File: config.mk
export PLATFORM = sky130hd
export DESIGN_NAME = bus_transfer_sequencer
export DESIGN_NICKNAME = d
export VERILOG_FILES = /design/src/rtl/bus_seq_pkg.sv /design/src/rtl/rr_arbiter.sv /design/src/rtl/bus_transfer_sequencer.sv
export SDC_FILE = /design/constraint.sdc
export NUM_CORES = 1
export LEC_CHECK = 0
export BUFFER_PORTS_ARGS = -buffer_cell sky130_fd_sc_hd__buf_2
export CAP_MARGIN = 20
export CORE_ASPECT_RATIO = 1.2
export CORE_UTILIZATION = 45
export DETAILED_ROUTE_END_ITERATION = 8
export PLACE_DENSITY = 0.87
export REMOVE_ABC_BUFFERS = 1
export SYNTH_ARGS = -nofsm -noshare
export SYNTH_HDL_FRONTEND = slang
export SYNTH_SLANG_ARGS = --single-unit
File: constraint.sdc
create_clock -name clk -period 3.35 [get_ports clk]
set_clock_uncertainty 0.15 [all_clocks]
set_input_delay 0.5025 -clock clk [delete_from_list [all_inputs] [get_ports clk]]
set_output_delay 0.5025 -clock clk [all_outputs]
set_load 0.02 [all_outputs]
File: src/rtl/bus_seq_pkg.sv
// Shared types and helpers for the bus transfer sequencer.
// Imported by the arbiter, the sequencer top and the bench.
package bus_seq_pkg;

    typedef enum logic [1:0] {
        IDLE = 2'd0,
        XFER = 2'd1,
        GAP  = 2'd2
    } state_t;

    localparam int N_REQ_DEF  = 4;
    localparam int N_DEST_DEF = 4;
    localparam int DATA_W_DEF = 16;
    localparam int LEN_W_DEF  = 4;

    // One spare code beyond N_DEST-1 so a master can name a missing register
    function automatic int dest_w(input int n_dest);
        return $clog2(n_dest + 1);
    endfunction

    function automatic logic [31:0] onehot_dec(input int idx, input int n);
        logic [31:0] r;
        r = '0;
        if (idx >= 0 && idx < n)
            r = 32'd1 << idx;
        return r;
    endfunction

endpackage

File: src/rtl/rr_arbiter.sv
// Combinational round-robin pick: first active request at or after ptr,
// wrapping past the top index.
module rr_arbiter
    import bus_seq_pkg::*;
#(
    parameter  int N_REQ = N_REQ_DEF,
    localparam int IDX_W = $clog2(N_REQ)
) (
    input  logic [N_REQ-1:0] req,
    input  logic [IDX_W-1:0] ptr,
    output logic [N_REQ-1:0] win,
    output logic [IDX_W-1:0] win_idx
);

    logic found;

    always_comb begin
        win     = '0;
        win_idx = '0;
        found   = 1'b0;
        for (int j = 0; j < N_REQ; j++) begin
            for (int i = 0; i < N_REQ; i++) begin
                if (!found && req[i] && i == (int'(ptr) + j) % N_REQ) begin
                    found   = 1'b1;
                    win[i]  = 1'b1;
                    win_idx = IDX_W'(i);
                end
            end
        end
    end

endmodule

File: src/rtl/bus_transfer_sequencer.sv
// Round-robin arbiter and burst sequencer for the shared multidrop data bus.
// One owner per burst, one beat per cycle, one idle cycle between owners.
module bus_transfer_sequencer
    import bus_seq_pkg::*;
#(
    parameter  int N_REQ  = N_REQ_DEF,
    parameter  int N_DEST = N_DEST_DEF,
    parameter  int DATA_W = DATA_W_DEF,
    parameter  int LEN_W  = LEN_W_DEF,
    localparam int DEST_W = dest_w(N_DEST),
    localparam int IDX_W  = $clog2(N_REQ)
) (
    input  logic                    clk,
    input  logic                    rst,
    input  logic [N_REQ-1:0]        req,
    input  logic [N_REQ*DEST_W-1:0] req_dest,
    input  logic [N_REQ*LEN_W-1:0]  req_len,
    input  logic [N_REQ*DATA_W-1:0] req_data,
    output logic [N_REQ-1:0]        grant,
    output logic [N_REQ-1:0]        ack,
    output logic [N_REQ-1:0]        done,
    output logic [DATA_W-1:0]       data_bus,
    output logic [N_DEST-1:0]       dest_en,
    output logic                    busy
);

    state_t             state_q, state_d;
    logic [N_REQ-1:0]   grant_q;
    logic [IDX_W-1:0]   gidx_q;
    logic [DEST_W-1:0]  dest_q;
    logic [LEN_W-1:0]   cnt_q;
    logic [IDX_W-1:0]   ptr_q;

    logic [N_REQ-1:0]   win;
    logic [IDX_W-1:0]   win_idx;
    logic               live;
    logic               last;
    logic [DATA_W-1:0]  owner_data;
    logic [N_DEST-1:0]  dest_dec;

    rr_arbiter #(.N_REQ(N_REQ)) u_arb (
        .req     (req),
        .ptr     (ptr_q),
        .win     (win),
        .win_idx (win_idx)
    );

    assign live       = |(req & grant_q);
    assign last       = (cnt_q == '0);
    assign owner_data = req_data[gidx_q*DATA_W +: DATA_W];

    // Out-of-range destinations decode to no enable at all
    always_comb begin
        dest_dec = '0;
        for (int i = 0; i < N_DEST; i++)
            dest_dec[i] = (int'(dest_q) == i);
    end

    always_ff @(posedge clk or posedge rst) begin
        if (rst) begin
            state_q <= IDLE;
            grant_q <= '0;
            gidx_q  <= '0;
            dest_q  <= '0;
            cnt_q   <= '0;
            ptr_q   <= '0;
        end else begin
            state_q <= state_d;
            if (state_q == IDLE && |req) begin
                grant_q <= win;
                gidx_q  <= win_idx;
                dest_q  <= req_dest[win_idx*DEST_W +: DEST_W];
                cnt_q   <= req_len[win_idx*LEN_W +: LEN_W];
                ptr_q   <= (win_idx == IDX_W'(N_REQ - 1)) ? '0
                                                         : win_idx + IDX_W'(1);
            end else if (state_q == XFER && live && !last) begin
                cnt_q <= cnt_q - LEN_W'(1);
            end
        end
    end

    always_comb begin
        state_d  = state_q;
        grant    = '0;
        ack      = '0;
        done     = '0;
        data_bus = '0;
        dest_en  = '0;
        busy     = 1'b0;
        unique case (state_q)
            IDLE: begin
                if (|req)
                    state_d = XFER;
            end
            XFER: begin
                busy  = 1'b1;
                grant = grant_q;
                if (live) begin
                    ack      = grant_q;
                    data_bus = owner_data;
                    dest_en  = dest_dec;
                    if (last) begin
                        done    = grant_q;
                        state_d = GAP;
                    end
                end else begin
                    state_d = GAP;
                end
            end
            GAP: begin
                busy    = 1'b1;
                state_d = IDLE;
            end
            default: state_d = IDLE;
        endcase
    end

endmodule

==> metrics <==
CTS root buffer=clkbuf_8; async set-reset flop share out of synthesis=1.00; die width=between 60 and 70 um; CP Cell Sequence=inv_1 > ha_1 > nor3b_1 > and3_1 > buf_2; final hold vios=0; initial antenna violation count=0; Post-synth EDFFs=0; flops & latches, synth=17; Critical Path AT=1.99 ns; IO Pins=roughly 130; Starting Density=0.469; Gate Count Post-Synth=197; Max Cap Violations=0; Synth Cell Area=about 1800 um2; clk_lat worst skew=between 0.2 and 0.3 ns; Post-route DRC=5; die area=around 4300 um2; drt wl/cell=around 15 um; Req. time, crit path=roughly 2.7 ns; Final setup violation count=0; DR iter-0 viols=88; CP startpoint kind=flop; Routed Wire Length=5670 um; pwr dens=670 nW/um2; Crit Path Category=flop to output port; Avg Inst Size Synth=9.31 um2; total track usage=0.266; Tightest Pin Transition=~0.8 ns; Fillers=between 300 and 400; crit end category=output port; Worst setup startpoint=cnt_q[0]; Main synth FF type=dfrtp_1; share of cells above drive strength 1=0.498; Hold Buf Count CTS=0; HPWL Detailed=between 4000 and 5000 um; Final Util=0.649; largest delay contributor family on the critical path=simple AND/OR/NAND/NOR gates; Post-Route Setup TNS=0 ns; CTS tree=done; PortBufs=130; gpl congestion=approximately 0.82; VDD IR max=0.410 mV; clock buffer count from CTS=3; Synth cell types=46; Vias=around 2000; leak pwr=about 1.3 nW; DRT Pass-1 Iters=6; max-slew violations=0; Yosys top cell area share=0.232; RSZ-0062 raised after global routing=false; clk sinks=17; pin count of the biggest net entering global routing=27; Die H=between 70 and 80 um; Worst-path clk slew=roughly 0.060 ns; setup bufs post-CTS=0; Final nets=between 400 and 500; vias in the first global route=~1900; Max FO, Critical Path=6; Worst Path Buf+Inv=2; failing checks=design-rule violations; status=finished with violations; Synth area leader=dfrtp_1; post-synthesis sequential area ratio=0.232; vias per std cell=~5.5; first-pass GRT wire length=approximately 8700 um; Final ANT Viol Nets=0; slowest library cell on the worst path=nor3b_1; Core Area=just under 4000 um2; fmax=about 380 MHz; Clock Tree Buf Depth=2; worst hold path class=input pin to asynchronous set/reset pin; Synth area leaders=dfrtp_1, mux4_2, and2_1, mux2i_1, ha_1; period utilisation layout=0.790; R2R Path Start=ptr_q[1]; # rows=25; cts repair resizes=0; ANT cells=0; fin crit period=~2.6 ns; relative slew slack=0.457; Synth warnings=0; H-Tree Depth=1; GRT Residual Overflow=0; CP peak stage delay=0.67 ns; Area growth syn-to-layout=38.3%
## per-layer routing
metal | share of wire | wire [um] | up-vias | global-route usage
met5 | 0 | 0 | - | 0
met4 | 0.030 | 172 | 0 | 0.127
met3 | 0.079 | 447 | 14 | 0.0428
met2 | 0.54 | 3060 | 115 | 0.482
met1 | 0.35 | 2000 | 944 | 0.291
li1 | - | - | 977 | -
## cells in the mapped netlist, drive strengths merged (2+ instances only)
cell     count
o221ai       3
a21boi       2
nor4         2
dfrtp       17
and3         5
nand2       16
o31a         4
mux2i       10
nor3         2
nor2        12
ha           5
mux4        16
a2111oi      4
and2        25
clkbuf       6
inv          9
nor4b        4
buf         11
nand2b       3
a21oi       11
a211oi       5
o21ai        9
a22oi        2
## state kept, by name, summed over array words and instances (netlist names)
name and flops:
dest_q 3, cnt_q 4, grant_q 4, gidx_q 2, ptr_q 2, state_q 2
## kinds of logic (layout without fill, tap and decap cells)
family	after synthesis	count (layout)	share of synthesized area
compound gates	47	47	0.177
fa+ha+maj	5	5	0.0341
buf+inv	26	146	0.0634
simple gates	74	74	0.233
flops	17	17	0.232
mux	26	26	0.251
xor+xnor	2	2	0.00955
## layout by cell type, fill, tap and decap left out, types with 2 or more instances in the layout
master and n:
buf_2 130, and2_1 25, dfrtp_1 17, nand2_1 16, mux4_2 16, a21oi_1 11
nor2_1 11, mux2i_1 10, inv_1 7, o21ai_1 5, and3_1 5, ha_1 5
o21ai_0 4, nor4b_1 4, a211oi_1 4, o31a_1 4, a2111oi_0 4, o221ai_1 3
nand2b_1 3, clkbuf_8 3, buf_4 3, a22oi_1 2, inv_2 2
## power breakdown
part,internal [W],total (W),switching [W]
clock network,0.0000845,0.000153,0.0000687
logic,0.000522,0.00111,0.000591
registers,0.000303,0.000435,0.000132
## through the flow
stage | instances | hold WS (ns) | setup slack [ns] | area, um2 | power (W)
2_1_floorplan | 180 | 0.279 | 0.927 | 1750 | 0.00122
3_3_place_gp | 367 | 0.347 | 0.994 | 2490 | 0.00151
3_5_place_dp | 367 | 0.363 | 0.940 | 2490 | 0.00155
4_1_cts | 371 | 0.195 | 0.722 | 2540 | 0.00171
5_1_grt | 371 | 0.233 | 0.558 | 2540 | 0.00185
6_report | 371 | 0.170 | 0.703 | 2540 | 0.00170
## path summary, 6_finish.rpt
| kind | depth (start not counted) | endpoint | slack, ns |
|---|---|---|---|
| max reg2reg | 5 | cnt_q[1] | 1.00 |
| max | 5 | done[2] | 0.70 |
| min reg2reg | 2 | state_q[1] | 0.37 |
| min | 2 | state_q[0] | 0.17 |
| max in group asynchronous | 2 | dest_q[1] | 2.47 |
| min in group clk | 2 | state_q[1] | 0.37 |
## area by class of cell
cell class              count  area, um2  share of cell area
flip-flops and latches     17        425               0.168
clock buffers               4       45.0              0.0178
repair buffers            133        673               0.265
inverters                   9       33.8              0.0133
multi-input cells         154       1290               0.509
well taps                  54       67.6              0.0266
Note: power is estimated with default switching activity, not from simulation.
